<file path="config.mk">
export PLATFORM = sky130hd
export DESIGN_NAME = vga_timing_gen
export DESIGN_NICKNAME = d
export VERILOG_FILES = /design/src/rtl/vga_pkg.sv /design/src/rtl/vga_axis_counter.sv /design/src/rtl/vga_timing_gen.sv
export SDC_FILE = /design/constraint.sdc
export NUM_CORES = 1
export LEC_CHECK = 0
export ABC_AREA = 0
export BUFFER_PORTS_ARGS = -buffer_cell sky130_fd_sc_hd__buf_4
export CAP_MARGIN = 20
export CORE_ASPECT_RATIO = 1.75
export CORE_MARGIN = 2
export CORE_UTILIZATION = 53
export CTS_BUF_LIST = sky130_fd_sc_hd__clkbuf_4 sky130_fd_sc_hd__clkbuf_8
export CTS_CLUSTER_DIAMETER = 150
export DETAILED_ROUTE_END_ITERATION = 12
export PLACE_DENSITY = 0.79
export SETUP_SLACK_MARGIN = 0.2
export SLEW_MARGIN = 5
export SYNTH_ARGS = -nofsm -noshare
export SYNTH_HDL_FRONTEND = slang
export SYNTH_SLANG_ARGS = --single-unit
</file>
<file path="constraint.sdc">
create_clock -name clk -period 2 [get_ports clk]
set_clock_uncertainty 0.1 [all_clocks]
set_input_delay 0.4 -clock clk [delete_from_list [all_inputs] [get_ports clk]]
set_output_delay 0.4 -clock clk [all_outputs]
set_load 0.005 [all_outputs]
</file>
<file path="src/rtl/vga_pkg.sv">
// Shared VGA raster definitions: axis segment lengths and the axis state encoding.
package vga_pkg;

    // Raster counters are 10 bits wide; 799 and 524 both fit.
    localparam int unsigned CNT_W = 10;
    // Frames-per-game-tick counter width; GAME_DIV ranges 1..63.
    localparam int unsigned GAME_W = 6;

    localparam int unsigned H_VISIBLE = 640;
    localparam int unsigned H_FRONT   = 16;
    localparam int unsigned H_SYNC    = 96;
    localparam int unsigned H_BACK    = 48;
    localparam int unsigned H_TOTAL   = H_VISIBLE + H_FRONT + H_SYNC + H_BACK;

    localparam int unsigned V_VISIBLE = 480;
    localparam int unsigned V_FRONT   = 10;
    localparam int unsigned V_SYNC    = 2;
    localparam int unsigned V_BACK    = 33;
    localparam int unsigned V_TOTAL   = V_VISIBLE + V_FRONT + V_SYNC + V_BACK;

    typedef enum logic [1:0] {
        ACTIVE,
        FRONT,
        SYNC,
        BACK
    } axis_state_e;

endpackage

</file>
<file path="src/rtl/vga_axis_counter.sv">
// One raster axis: a count walking ACTIVE -> FRONT -> SYNC -> BACK and wrapping to 0.
// sync_n and active are registered alongside the count so they carry no skew against it.
module vga_axis_counter
    import vga_pkg::*;
#(
    parameter int unsigned VISIBLE = 640,
    parameter int unsigned FRONT_LEN = 16,
    parameter int unsigned SYNC_LEN = 96,
    parameter int unsigned BACK_LEN = 48
) (
    input  logic             clk,
    input  logic             rst,
    input  logic             step,
    output logic [CNT_W-1:0] cnt,
    output axis_state_e      state,
    output logic             sync_n,
    output logic             active,
    output logic             wrap
);

    localparam int unsigned TOTAL = VISIBLE + FRONT_LEN + SYNC_LEN + BACK_LEN;

    // Last count of each segment; reaching it on a step moves to the next segment.
    localparam logic [CNT_W-1:0] END_ACTIVE = CNT_W'(VISIBLE - 1);
    localparam logic [CNT_W-1:0] END_FRONT  = CNT_W'(VISIBLE + FRONT_LEN - 1);
    localparam logic [CNT_W-1:0] END_SYNC   = CNT_W'(VISIBLE + FRONT_LEN + SYNC_LEN - 1);
    localparam logic [CNT_W-1:0] END_TOTAL  = CNT_W'(TOTAL - 1);

    logic [CNT_W-1:0] cnt_q;
    axis_state_e      state_q;
    logic             sync_n_q;
    logic             active_q;

    // '>=' rather than '==' so a corrupted count still wraps on the next step.
    assign wrap = (cnt_q >= END_TOTAL);

    // Axis FSM: count, segment state and the decoded sync/active flags update together.
    always_ff @(posedge clk or posedge rst) begin
        if (rst) begin
            cnt_q    <= '0;
            state_q  <= ACTIVE;
            sync_n_q <= 1'b1;
            active_q <= 1'b1;
        end else if (step) begin
            if (wrap) begin
                cnt_q    <= '0;
                state_q  <= ACTIVE;
                sync_n_q <= 1'b1;
                active_q <= 1'b1;
            end else begin
                cnt_q <= cnt_q + CNT_W'(1);
                unique case (state_q)
                    ACTIVE: begin
                        if (cnt_q == END_ACTIVE) begin
                            state_q  <= FRONT;
                            active_q <= 1'b0;
                        end
                    end
                    FRONT: begin
                        if (cnt_q == END_FRONT) begin
                            state_q  <= SYNC;
                            sync_n_q <= 1'b0;
                        end
                    end
                    SYNC: begin
                        if (cnt_q == END_SYNC) begin
                            state_q  <= BACK;
                            sync_n_q <= 1'b1;
                        end
                    end
                    BACK: begin
                        state_q <= BACK;
                    end
                endcase
            end
        end
    end

    assign cnt    = cnt_q;
    assign state  = state_q;
    assign sync_n = sync_n_q;
    assign active = active_q;

endmodule

</file>
<file path="src/rtl/vga_timing_gen.sv">
// VGA raster timing: pixel prescaler, H/V axis counters, line/frame pulses and game tick.
// The segment lengths default to 640x480@60; they are exposed only so a reduced raster
// can be built for quick checks.
module vga_timing_gen
    import vga_pkg::*;
#(
    parameter int unsigned PIX_DIV = 4,
    parameter int unsigned GAME_DIV = 1,
    parameter int unsigned H_VIS = H_VISIBLE,
    parameter int unsigned H_FP = H_FRONT,
    parameter int unsigned H_SW = H_SYNC,
    parameter int unsigned H_BP = H_BACK,
    parameter int unsigned V_VIS = V_VISIBLE,
    parameter int unsigned V_FP = V_FRONT,
    parameter int unsigned V_SW = V_SYNC,
    parameter int unsigned V_BP = V_BACK
) (
    input  logic             clk,
    input  logic             rst,
    output logic             pix_en,
    output logic [CNT_W-1:0] h_cnt,
    output logic [CNT_W-1:0] v_cnt,
    output logic             valid,
    output logic             hsync,
    output logic             vsync,
    output logic             line_start,
    output logic             frame_tick,
    output logic             game_tick
);

    localparam int unsigned        PRESC_W    = (PIX_DIV > 1) ? $clog2(PIX_DIV) : 1;
    localparam logic [PRESC_W-1:0] PRESC_LAST = PRESC_W'(PIX_DIV - 1);
    localparam logic [GAME_W-1:0]  GAME_LAST  = GAME_W'(GAME_DIV - 1);

    logic [PRESC_W-1:0] presc_q;
    logic               pix_en_q;
    logic               h_wrap;
    logic               v_wrap;
    logic               v_step;
    logic               frame_evt;
    logic               h_sync_n;
    logic               v_sync_n;
    logic               h_active;
    logic               v_active;
    axis_state_e        h_state;
    axis_state_e        v_state;
    logic [GAME_W-1:0]  frame_cnt_q;
    logic               line_start_q;
    logic               frame_tick_q;
    logic               game_tick_q;

    // Registered pix_en puts the first strobe PIX_DIV clocks after reset release.
    always_ff @(posedge clk or posedge rst) begin
        if (rst) begin
            presc_q  <= '0;
            pix_en_q <= 1'b0;
        end else begin
            pix_en_q <= (presc_q == PRESC_LAST);
            presc_q  <= (presc_q >= PRESC_LAST) ? '0 : presc_q + PRESC_W'(1);
        end
    end

    // The vertical axis advances on the pixel that wraps the line.
    assign v_step    = pix_en_q & h_wrap;
    assign frame_evt = v_step & v_wrap;

    vga_axis_counter #(
        .VISIBLE   (H_VIS),
        .FRONT_LEN (H_FP),
        .SYNC_LEN  (H_SW),
        .BACK_LEN  (H_BP)
    ) u_h_axis (
        .clk    (clk),
        .rst    (rst),
        .step   (pix_en_q),
        .cnt    (h_cnt),
        .state  (h_state),
        .sync_n (h_sync_n),
        .active (h_active),
        .wrap   (h_wrap)
    );

    vga_axis_counter #(
        .VISIBLE   (V_VIS),
        .FRONT_LEN (V_FP),
        .SYNC_LEN  (V_SW),
        .BACK_LEN  (V_BP)
    ) u_v_axis (
        .clk    (clk),
        .rst    (rst),
        .step   (v_step),
        .cnt    (v_cnt),
        .state  (v_state),
        .sync_n (v_sync_n),
        .active (v_active),
        .wrap   (v_wrap)
    );

    // Axis states are carried for debug visibility only; the flags already decode them.
    logic unused_state;
    assign unused_state = ^{h_state, v_state};

    // Wrap pulses land in the same cycle the counters show 0.
    always_ff @(posedge clk or posedge rst) begin
        if (rst) begin
            line_start_q <= 1'b0;
            frame_tick_q <= 1'b0;
        end else begin
            line_start_q <= v_step;
            frame_tick_q <= frame_evt;
        end
    end

    // Game divider: fires with every GAME_DIV-th frame wrap, aligned with frame_tick.
    always_ff @(posedge clk or posedge rst) begin
        if (rst) begin
            frame_cnt_q <= '0;
            game_tick_q <= 1'b0;
        end else begin
            game_tick_q <= 1'b0;
            if (frame_evt) begin
                if (frame_cnt_q >= GAME_LAST) begin
                    frame_cnt_q <= '0;
                    game_tick_q <= 1'b1;
                end else begin
                    frame_cnt_q <= frame_cnt_q + GAME_W'(1);
                end
            end
        end
    end

    assign pix_en     = pix_en_q;
    assign valid      = h_active & v_active;
    assign hsync      = h_sync_n;
    assign vsync      = v_sync_n;
    assign line_start = line_start_q;
    assign frame_tick = frame_tick_q;
    assign game_tick  = game_tick_q;

endmodule

</file>
==> results.md, run 1 <==
* Status: complete, no violations
* Die Width at 48.4 microns
* DR pass1 iterations at 4
* Via count at 1621
* Async set-reset flop share out of synthesis at 100%
* Ports at 29
* Clk Latency, worst-skew pair at 280 ps
* Clk sink count at 33
* Ratio of cells with drive above 1 in the final layout at 37.6%
* Std-Cell Rows at 28
* Final worst-path cycle share at 97.2%
* Per-cell routed wire length at 15.9 microns
* CTS Hold Buffers Added at 0
* Synth Net Count at 199
* Worst-path maximum fanout at 8
* Synthesized cell area at 0.00183 sq mm
* CTS clock-pin slew for the worst setup and hold paths at 70 ps
* Clk root buf: clkbuf_8
* Max Buffers Root-to-Sink at 2
* Pre-CTS setup slack at -94.4 ps
* Pwr Density at 509 mW/mm^2
* RSZ-0062 raised after global routing: yes
* Number of enable flip-flop cells after synthesis at 0
* Critical path data arrival time at 2070 ps
* First-pass GRT wire length at 7.42 mm
* Die Height at 81.7 microns
* ANT cells at 0
* DRC Markers at 0
* Min cycle time layout at 1940 ps
* Port bufs at 28
* Ys flop type: dfrtp_1
* Routed wire length at 4.49 mm
* Fin nets at 247
* Overflow after GRT at 0
* Hold Crit Class: input pin to async pin
* Layout area overhead at 32.3%
* F_max at 514 MHz
* Reg2reg path depth at 6
* Initial Utilization at 54.9%
* Worst Path Required at 2120 ps
* Number of library cell types mapped by synthesis at 50
* Post-Syn Area per Cell at 9.72 sq um
* Critical path endpoint category: flip-flop
* Die area at 0.00395 sq mm
* Slew Viols, Final at 0
* ANT nets after route at 0
* Largest net degree at the start of global routing at 34
* Setup_tns at 0 ps
* Antenna violations before repair at 0
* Biggest area consumer among synthesized cells: dfrtp_1
* Min Hold Slack at 108 ps
* CORE AREA at 0.00333 sq mm
* Number of vias per cell at 5.75
* Final RePlAce weighted congestion at 0.824
* GRT Overall Usage at 24.7%
* Worst Tran Pin Value at 409 ps
* DR iter-0 viols at 43
* CP Class: flip-flop to flip-flop
* Post-synth top area share at 39.7%
* Cells after Synth at 188
* Final Hold Fails at 0
* CTS tree: built
* Total number of yosys warnings at 0
* Synth top area cells: dfrtp_1 40%, ha_1 6.2%, dfstp_2 5.8%
* #FFs+latches synth at 33
* Vias in the first global route at 1586
* Slew headroom at 72.7%
* Dpl hpwl at 3.24 mm
* Peak VDD IR at 0.000475 V
* H-Tree Depth at 2
* CP Launch Type: flip-flop
* Final setup margin at 55.2 ps
* Final setup viols at 0
* CTS buffer count at 5
* Leakage at 0.00108 uW
* Max Cap Viol at 0
* Register area share after synthesis at 45.5%
-- kinds of logic after synthesis --
group                    Yosys count  synth area share [%]
AO/OA/AOI/OAI                     48                  17.6
flip-flops                        33                  45.5
buffers and inverters             19                  4.79
multiplexers                       1                 0.616
adder cells (fa/ha/maj)            9                  6.16
XOR/XNOR                           3                  1.44
AND/OR/NAND/NOR                   75                  23.9
-- worst paths after layout --
path                                 start         endpoint  slack [ps]
hold reg to reg                 presc_q[0]       presc_q[0]         330
min in group clk                presc_q[0]       presc_q[0]         330
setup reg to reg           u_v_axis.cnt[8]  u_v_axis.cnt[7]          60
hold / removal                         rst       line_start         110
max in group asynchronous              rst  u_v_axis.active        1360
setup / recovery           u_v_axis.cnt[8]  u_v_axis.cnt[7]          60
-- where the power goes --
part / leakage [uW] / switching [uW] / internal, uW
Sequential: 0.000425 / 0 / 668
Combinational: 0.000605 / 12.7 / 2.67
Clock: 0.0000523 / 239 / 308
-- cell usage after synthesis, types with 2 or more instances --
| master | number |
|---|---|
| and4_1 | 2 |
| and2_1 | 3 |
| nor3_1 | 2 |
| nand3_1 | 8 |
| inv_1 | 11 |
| and3_1 | 3 |
| nor3b_1 | 3 |
| o21a_1 | 3 |
| o31ai_1 | 4 |
| a31oi_1 | 3 |
| a211oi_1 | 2 |
| a21oi_1 | 4 |
| nand2b_1 | 4 |
| ha_1 | 9 |
| a21o_1 | 2 |
| buf_2 | 4 |
| nand2_1 | 16 |
| nor2_1 | 14 |
| nand4_1 | 4 |
| dfrtp_1 | 29 |
| xor2_1 | 2 |
| nand3b_1 | 3 |
| o21ai_0 | 20 |
| nor2b_1 | 3 |
| dfstp_2 | 4 |
| clkbuf_1 | 2 |
-- placed cells by master, fill, tap and decap left out, types with 3 or more instances in the layout --
cell type,n
ha_1,8
buf_4,48
and2_1,3
o21ai_1,5
nor2_1,14
nand2b_1,4
nand4_1,4
inv_1,10
o31ai_1,3
nand3b_1,3
nor3b_2,3
o21a_1,3
nand2_1,14
dfstp_2,4
and3_1,3
clkbuf_8,6
a31oi_1,3
a21oi_1,3
nand3_1,8
dfrtp_2,4
dfrtp_1,25
o21ai_0,14
-- critical path: stages, from the launching register on --
cell,delay [ps]
dfrtp_1,390
or4_4,520
o31a_1,270
nand2b_4,210
buf_4,160
nor3b_2,140
a21o_1,100
-- area by class of cell --
class                      count  area, sq um
clock buffer                   8         97.6
tap                           45         56.3
inverter                      11         43.8
timing repair buffer          49          375
multi-input combinational    136         1010
sequential                    33          836
fill                         257          912
-- metrics by stage --
stage,util [%],total power (uW),cell area [sq um],std cells
after detailed placement,65.8,697,2190,269
after global placement,65.8,696,2190,269
after CTS,70.2,1240,2340,280
final,72.6,1230,2420,282
after global routing,72.6,1260,2420,282
after floorplan,-,690,1860,188
-- state kept, by name (all words and copies together) (netlist names) --
| name | count |
|---|---|
| frame_tick | 1 |
| line_start | 1 |
| pix_en | 1 |
| presc_q | 2 |
| u_h_axis.active | 1 |
| u_h_axis.cnt | 10 |
| u_h_axis.state | 2 |
| u_h_axis.sync_n | 1 |
| u_v_axis.active | 1 |
| u_v_axis.cnt | 10 |
| u_v_axis.state | 2 |
| u_v_axis.sync_n | 1 |
-- repair_timing --
action / CTS / global route
endpoints found under the hold margin: 0 / 0
buffers inserted: 3 / 2
gates resized for setup: 5 / 20
setup endpoints to repair: 12 / 22
pin swaps: 3 / 3
-- per-layer routing --
metal,track usage [%],wire (microns),vias up
met5,0,0,-
met3,2.91,134,7
li1,-,-,769
met2,48.2,2540,39
met1,25.9,1730,806
met4,13.1,91,0
Power figures use the tool's default switching activity.
==> run 2, diff against run 1 <==
Settings changed: CELL_PAD_IN_SITES_DETAIL_PLACEMENT from default to 1, CELL_PAD_IN_SITES_GLOBAL_PLACEMENT from default to 2, CORE_UTILIZATION 53 to 33, PLACE_DENSITY 0.79 to 0.78, SYNTH_HIERARCHICAL from default to 1.
==> run 2 against run 1 <==
Sequential share of layout area down 0.24 points; utilization down 29 points; via count down 1.7%; cell area up 0.26%; critical endpoint is now u_v_axis/cnt[8]; global-route usage down 6.1 points.
==> results.md, run 2 <==
* Min Hold Slack at 331 ps (was 108 ps)
* Ratio of cells with drive above 1 in the final layout at 37.3% (was 37.6%)
* Post-synth top cells: 29 x dfrtp_1, 20 x nor2_1, 12 x inv_1, 9 x nand2_1, 8 x nand3_1 (was 29 x dfrtp_1, 20 x o21ai_0, 16 x nand2_1, 14 x nor2_1, 11 x inv_1)
* Final setup margin at 202 ps (was 55.2 ps)
* Slew Viols, Final at 0 (unchanged)
* DP Area at 0.00223 sq mm (was 0.00219 sq mm)
* Die Width at 60.5 microns (was 48.4 microns)
* Max Buffers Root-to-Sink at 2 (unchanged)
* Placed Cells at 295 (was 269)
* Post-synth top area share at 39.4% (was 39.7%)
* Layout area overhead at 31.6% (was 32.3%)
* Mux contribution to synthesized area at 1.16% (was 0.616%)
* Commonest non-fill, non-tap cell in the layout: buf_4 (unchanged)
* Die Height at 103 microns (was 81.7 microns)
* Power Internal at 959 uW (was 978 uW)
* Dpl hpwl at 3.70 mm (was 3.24 mm)
* Critical path endpoint category: flip-flop (unchanged)
* CP Launch Type: flip-flop (unchanged)
* Worst Tran Pin Value at 589 ps (was 409 ps)
* DR iter-0 viols at 57 (was 43)
* Post-route cell area at 0.00242 sq mm (about the same)
* Switch share at 21.3% (was 20.4%)
* Fillers at 648 (was 257)
* Synth Net Count at 188 (was 199)
* Number of enable flip-flop cells after synthesis at 0 (unchanged)
* DR pass1 iterations at 4 (unchanged)
* Status: complete, no violations (unchanged)
* Min cycle time layout at 1800 ps (was 1940 ps)
* Final setup viols at 0 (unchanged)
* Per-cell routed wire length at 16.7 microns (was 15.9 microns)
* Synth top area cells: dfrtp_1 39%, dfstp_2 5.7%, nor2_1 4.1% (was dfrtp_1 40%, ha_1 6.2%, dfstp_2 5.8%)
* Antenna violations before repair at 0 (unchanged)
* Ports at 29 (unchanged)
* Clk root buf: clkbuf_8 (unchanged)
* Peak VDD IR at 0.000250 V (was 0.000475 V)
* Register area share after synthesis at 45.1% (was 45.5%)
* Number of library cell types mapped by synthesis at 55 (was 50)
* Final Hold Fails at 0 (unchanged)
* Psw at 260 uW (was 251 uW)
* Hold Crit Class: flip-flop to flip-flop (was input pin to async pin)
* Reg2Reg Setup Slack at 200 ps (was 60 ps)
* Critical path data arrival time at 1880 ps (was 2070 ps)
* CP Class: flip-flop to flip-flop (unchanged)
* Finished Layout Cells at 309 (was 282)
* Worst Path Required at 2080 ps (was 2120 ps)
* Die area at 0.00621 sq mm (was 0.00395 sq mm)
* Seq pwr share at 54.8% (was 54.3%)
* CTS clock-pin slew for the worst setup and hold paths at 70 ps (about the same)
* F_max at 556 MHz (was 514 MHz)
* Most frequent cell after synthesis: dfrtp_1 (unchanged)
* Ys flop type: dfrtp_1 (unchanged)
* Clk sink count at 33 (unchanged)
* Final worst-path cycle share at 89.9% (was 97.2%)
* First-pass GRT wire length at 8.56 mm (was 7.42 mm)
* Post-Synth Adder-Cell Area at 3.40% (was 6.16%)
* Overflow after GRT at 0 (unchanged)
* CORE AREA at 0.00550 sq mm (was 0.00333 sq mm)
* Layout Utilization at 44.1% (was 72.6%)
* H-Tree Depth at 2 (unchanged)
* ANT nets after route at 0 (unchanged)
* Post-Syn Area per Cell at 10.2 sq um (was 9.72 sq um)
* Clk Latency, worst-skew pair at 290 ps (was 280 ps)
* GRT Overall Usage at 18.7% (was 24.7%)
* Std-Cell Rows at 36 (was 28)
* Vias in the first global route at 1702 (was 1586)
* CTS buffer count at 5 (unchanged)
* Routed wire length at 5.17 mm (was 4.49 mm)
* Clock power share at 43.8% (was 44.4%)
* Fin nets at 239 (was 247)
* Max Cap Viol at 0 (unchanged)
* Final RePlAce weighted congestion at 0.747 (was 0.824)
* Largest net degree at the start of global routing at 19 (was 34)
* Largest family of logic cells by synthesized area: simple AND/OR/NAND/NOR gates (unchanged)
* Via count at 1594 (was 1621)
* Leakage at 0.00112 uW (was 0.00108 uW)
* ANT cells at 0 (unchanged)
* Post-synthesis xor/xnor area fraction at 3.33% (was 1.44%)
* Port bufs at 28 (unchanged)
* Initial Utilization at 33.5% (was 54.9%)
* Area share of and/or/nand/nor cells after synthesis at 23.1% (was 23.9%)
* Worst-path maximum fanout at 5 (was 8)
* CTS tree: built (unchanged)
* Slew headroom at 60.7% (was 72.7%)
* Cells after Synth at 181 (was 188)
* Most frequent cells in the layout: 48 x buf_4, 28 x dfrtp_1, 20 x nor2_1 (was 48 x buf_4, 25 x dfrtp_1, 14 x nand2_1, 14 x nor2_1, 14 x o21ai_0)
* Total number of yosys warnings at 6 (was 0)
* Number of vias per cell at 5.16 (was 5.75)
* Pwr Density at 503 mW/mm^2 (was 509 mW/mm^2)
* Compound-gate portion of the synthesized area at 18.6% (was 17.6%)
* Biggest area consumer among synthesized cells: dfrtp_1 (unchanged)
* Synthesized cell area at 0.00184 sq mm (was 0.00183 sq mm)
* Pre-CTS setup slack at 78.9 ps (was -94.4 ps)
* Logic pwr share at 1.4% (was 1.2%)
* DRC Markers at 0 (unchanged)
* Async set-reset flop share out of synthesis at 100% (unchanged)
* RSZ-0062 raised after global routing: yes (unchanged)
* #FFs+latches synth at 33 (unchanged)
[run 2: cell types whose count changed after synthesis, moves of 3 or more]
cell,change
ha_1,-4
o21ai_0,-13
nor2_1,+6
xnor2_1,+3
nand3b_1,-3
nand2_1,-7
o21a_1,-3
buf_2,-3
o31ai_1,-4
a22o_1,+7
[run 2: worst max-delay path: stages (launching register included)]
cell     delay [ps]
dfrtp_1         390
ha_4            160
nand4_1         150
a21oi_4         160
and2_4          180
nand4_1         160
nor2b_1         180
xnor2_1         130
nor2_1           60
[run 2: path summary, 6_finish.rpt]
path | start | endpoint | cells after the start
setup reg to reg | u_h_axis/cnt[0] | u_v_axis/cnt[8] | 8
setup / recovery | u_h_axis/cnt[0] | u_v_axis/cnt[8] | 8
max in group asynchronous | rst | u_h_axis/cnt[6] | 3
hold / removal | presc_q[0] | presc_q[0] | 1
hold reg to reg | presc_q[0] | presc_q[0] | 1
min in group asynchronous | rst | pix_en | 3
[run 2: power by group through the flow]
stage	sequential, uW	combinational [uW]	clock, uW
finish	668	17.1	534
global route	667	20.7	571
CTS	667	18.9	553
detailed placement	680	17.4	0
global placement	680	16.7	0
floorplan	680	10.2	0
[run 2: final cells by class]
type                            instances  area [sq um]  area share [%]
Clock buffer                            8          91.3            3.77
Inverter                               13          51.3            2.12
Multi-Input combinational cell        129           971            40.1
Sequential cell                        33           832            34.3
Tap cell                               76          95.1            3.93
Timing Repair Buffer                   50           382            15.8
[run 2: cells by family after synthesis]
group           count (synthesis)
xor+xnor                        7
flops                          33
fa+ha+maj                       5
mux                             2
compound gates                 42
buf+inv                        20
simple gates                   72
[run 2: per-layer routing]
metal  vias to the layer above  part of all wire, %  track usage [%]
li1                        758                    -                -
met1                       802                   38             20.2
met2                        25                   57             34.5
met3                         9                  2.6             2.63
met4                         0                  2.5             8.53
met5                         -                    0                0
[run 2: timing repair]
item / CTS / global route
gates resized for setup: 4 / 9
hold endpoints to repair: 5 / 0
gates cloned: 1 / 0
setup endpoints to repair: 9 / 19
pin swaps: 7 / 3
buffers inserted: 3 / 1
hold buffers: 1 / 0
[run 2: per-stage QoR]
stage / TNS (ps) / total power (uW)
6_report: 0 / 1220
5_1_grt: 0 / 1260
4_1_cts: 0 / 1240
3_5_place_dp: 0 / 697
3_3_place_gp: 0 / 697
2_1_floorplan: -456 / 690
==> run 3, diff against run 2 <==
Settings changed: RECOVER_POWER from default to 25.
==> run 3 against run 2 <==
Hold slack about the same; total power about the same; count of clock-buffer cells in the layout unchanged; worst setup slack about the same; global-route usage unchanged; sequential share of layout area up 0.053 points; flip-flop and latch count unchanged; critical path depth unchanged; via count down 0.19%; non-clock buffer count unchanged; critical path type unchanged; largest cell class unchanged.
==> results.md, run 3 (synthesis gave the netlist of run 2 again) <==
* ANT cells at 0 (unchanged)
* Hold_sp: presc_q[0] (unchanged)
* First-pass GRT wire length at 8.56 mm (unchanged)
* R2R Path Start: u_h_axis/cnt[0] (unchanged)
* CTS tree: built (unchanged)
* Pwr Density at 504 mW/mm^2 (was 503 mW/mm^2)
* Fillers at 647 (was 648)
* Max Cap Viol at 0 (unchanged)
* R2R Path End: u_v_axis/cnt[8] (unchanged)
* Slew Viols, Final at 0 (unchanged)
* Routed wire length at 5.16 mm (was 5.17 mm)
* Final worst-path cycle share at 89.9% (about the same)
* Power Internal at 958 uW (was 959 uW)
* Die Width at 60.5 microns (unchanged)
* Fin nets at 239 (unchanged)
* Critical path data arrival time at 1880 ps (about the same)
* Reg2Reg Setup Slack at 200 ps (about the same)
* Total power at 1220 uW (about the same)
* Reg2reg path depth at 8 (unchanged)
* Max Buffers Root-to-Sink at 2 (unchanged)
* Die Height at 103 microns (unchanged)
* Clk sink count at 33 (unchanged)
* Logic pwr share at 1.3% (was 1.4%)
* Critical path endpoint category: flip-flop (unchanged)
* Setup_tns at 0 ps (unchanged)
* Clock power share at 43.8% (about the same)
* DR pass1 iterations at 4 (unchanged)
* Slew headroom at 60.7% (about the same)
* GRT Overall Usage at 18.7% (unchanged)
* Final Hold Fails at 0 (unchanged)
* CORE AREA at 0.00550 sq mm (unchanged)
* Dpl hpwl at 3.70 mm (unchanged)
* Number of vias per cell at 5.15 (was 5.16)
* Largest net degree at the start of global routing at 19 (unchanged)
* Overflow after GRT at 0 (unchanged)
* CP Class: flip-flop to flip-flop (unchanged)
* Setup crit start: u_h_axis/cnt[0] (unchanged)
* CTS buffer count at 5 (unchanged)
* Port bufs at 28 (unchanged)
* ANT nets after route at 0 (unchanged)
* CP Launch Type: flip-flop (unchanged)
* Multi-input gate area at 971 sq um (unchanged)
* Clk root buf: clkbuf_8 (unchanged)
* Psw at 260 uW (about the same)
* Most frequent cells in the layout: 44 x buf_4, 28 x dfrtp_1, 20 x nor2_1 (was 48 x buf_4, 28 x dfrtp_1, 20 x nor2_1)
* Final RePlAce weighted congestion at 0.747 (unchanged)
* Final setup viols at 0 (unchanged)
* RSZ-0062 raised after global routing: yes (unchanged)
* Min cycle time layout at 1800 ps (about the same)
* Ports at 29 (unchanged)
* Vias in the first global route at 1702 (unchanged)
* Hold Path Depth at 1 (unchanged)
* CTS clock-pin slew for the worst setup and hold paths at 70 ps (about the same)
* Die area at 0.00621 sq mm (unchanged)
* DRC Markers at 0 (unchanged)
* Initial Utilization at 33.5% (unchanged)
* Endpoint, Worst Hold: presc_q[0] (unchanged)
* Peak VDD IR at 0.000250 V (about the same)
* Layout area overhead at 31.4% (was 31.6%)
* H-Tree Depth at 2 (unchanged)
* Worst Tran Pin Value at 589 ps (about the same)
* Per-cell routed wire length at 16.7 microns (about the same)
* Status: complete, no violations (unchanged)
* Hold Crit Class: flip-flop to flip-flop (unchanged)
* Via count at 1591 (was 1594)
* Antenna violations before repair at 0 (unchanged)
* Ratio of cells with drive above 1 in the final layout at 36.9% (was 37.3%)
* Worst-path maximum fanout at 5 (unchanged)
* Switch share at 21.4% (was 21.3%)
* Reg area at 832 sq um (unchanged)
* F_max at 556 MHz (about the same)
* Commonest non-fill, non-tap cell in the layout: buf_4 (unchanged)
* DR iter-0 viols at 57 (unchanged)
* Worst Path Required at 2080 ps (about the same)
* Leakage at 0.00111 uW (was 0.00112 uW)
* Std-Cell Rows at 36 (unchanged)
* Seq pwr share at 54.8% (about the same)
* Clk Latency, worst-skew pair at 290 ps (about the same)
## run 3: metrics by stage
step | util, % | instances | hold WS [ps] | cell area, sq um | setup WS, ps
finish | 44.0 | 309 | 331 | 2420 | 202
floorplan | - | 181 | 78.5 | 1850 | -81.7
detailed placement | 40.6 | 295 | 230 | 2230 | 78.9
global placement | 40.6 | 295 | 223 | 2230 | 167
CTS | 43.3 | 308 | 334 | 2380 | 180
global route | 44.0 | 309 | 364 | 2420 | 64.2
## run 3: metal layers
layer	global-route usage, %	vias to the layer above	part of all wire (%)
met5	0	-	0
met1	20.2	801	38
met2	34.5	23	57
li1	-	758	-
met4	8.53	0	2.5
met3	2.63	9	2.5
## run 3: worst max-delay path by stage
stage	slack, ps	end	cells after the start
2_1_floorplan	-80	u_v_axis/cnt[3]	9
3_3_place_gp	170	u_v_axis/cnt[8]	8
3_5_place_dp	80	u_v_axis/cnt[8]	8
4_1_cts	180	u_v_axis/cnt[8]	8
5_1_grt	60	u_v_axis/cnt[6]	8
6_report	200	u_v_axis/cnt[8]	8
## run 3: worst max-delay path: stages (launching register included)
cell and delay (ps):
dfrtp_1 390, ha_4 160, nand4_1 150, a21oi_4 160
and2_4 180, nand4_1 160, nor2b_1 180, xnor2_1 130
nor2_1 60
## run 3: layout make-up
cell class | count | area share [%]
Multi-Input combinational cell | 129 | 40.1
Sequential cell | 33 | 34.4
Timing Repair Buffer | 50 | 15.6
Tap cell | 76 | 3.93
Inverter | 13 | 2.12
Clock buffer | 8 | 3.78
## run 3: what timing repair did
action                     4_1_cts  5_1_grt
hold endpoints to repair         5        0
gates resized for setup          4        9
setup endpoints to repair        9       19
setup buffers                    3        1
pin swaps                        7        3
hold buffers                     1        0
gates cloned                     1        0
## run 3: power groups by stage
stage / Sequential, uW / Clock (uW) / Combinational [uW]
after floorplan: 680 / 0 / 10.2
after global placement: 680 / 0 / 16.7
after detailed placement: 680 / 0 / 17.4
after CTS: 667 / 553 / 18.9
after global routing: 667 / 571 / 19.8
final: 668 / 534 / 16.2
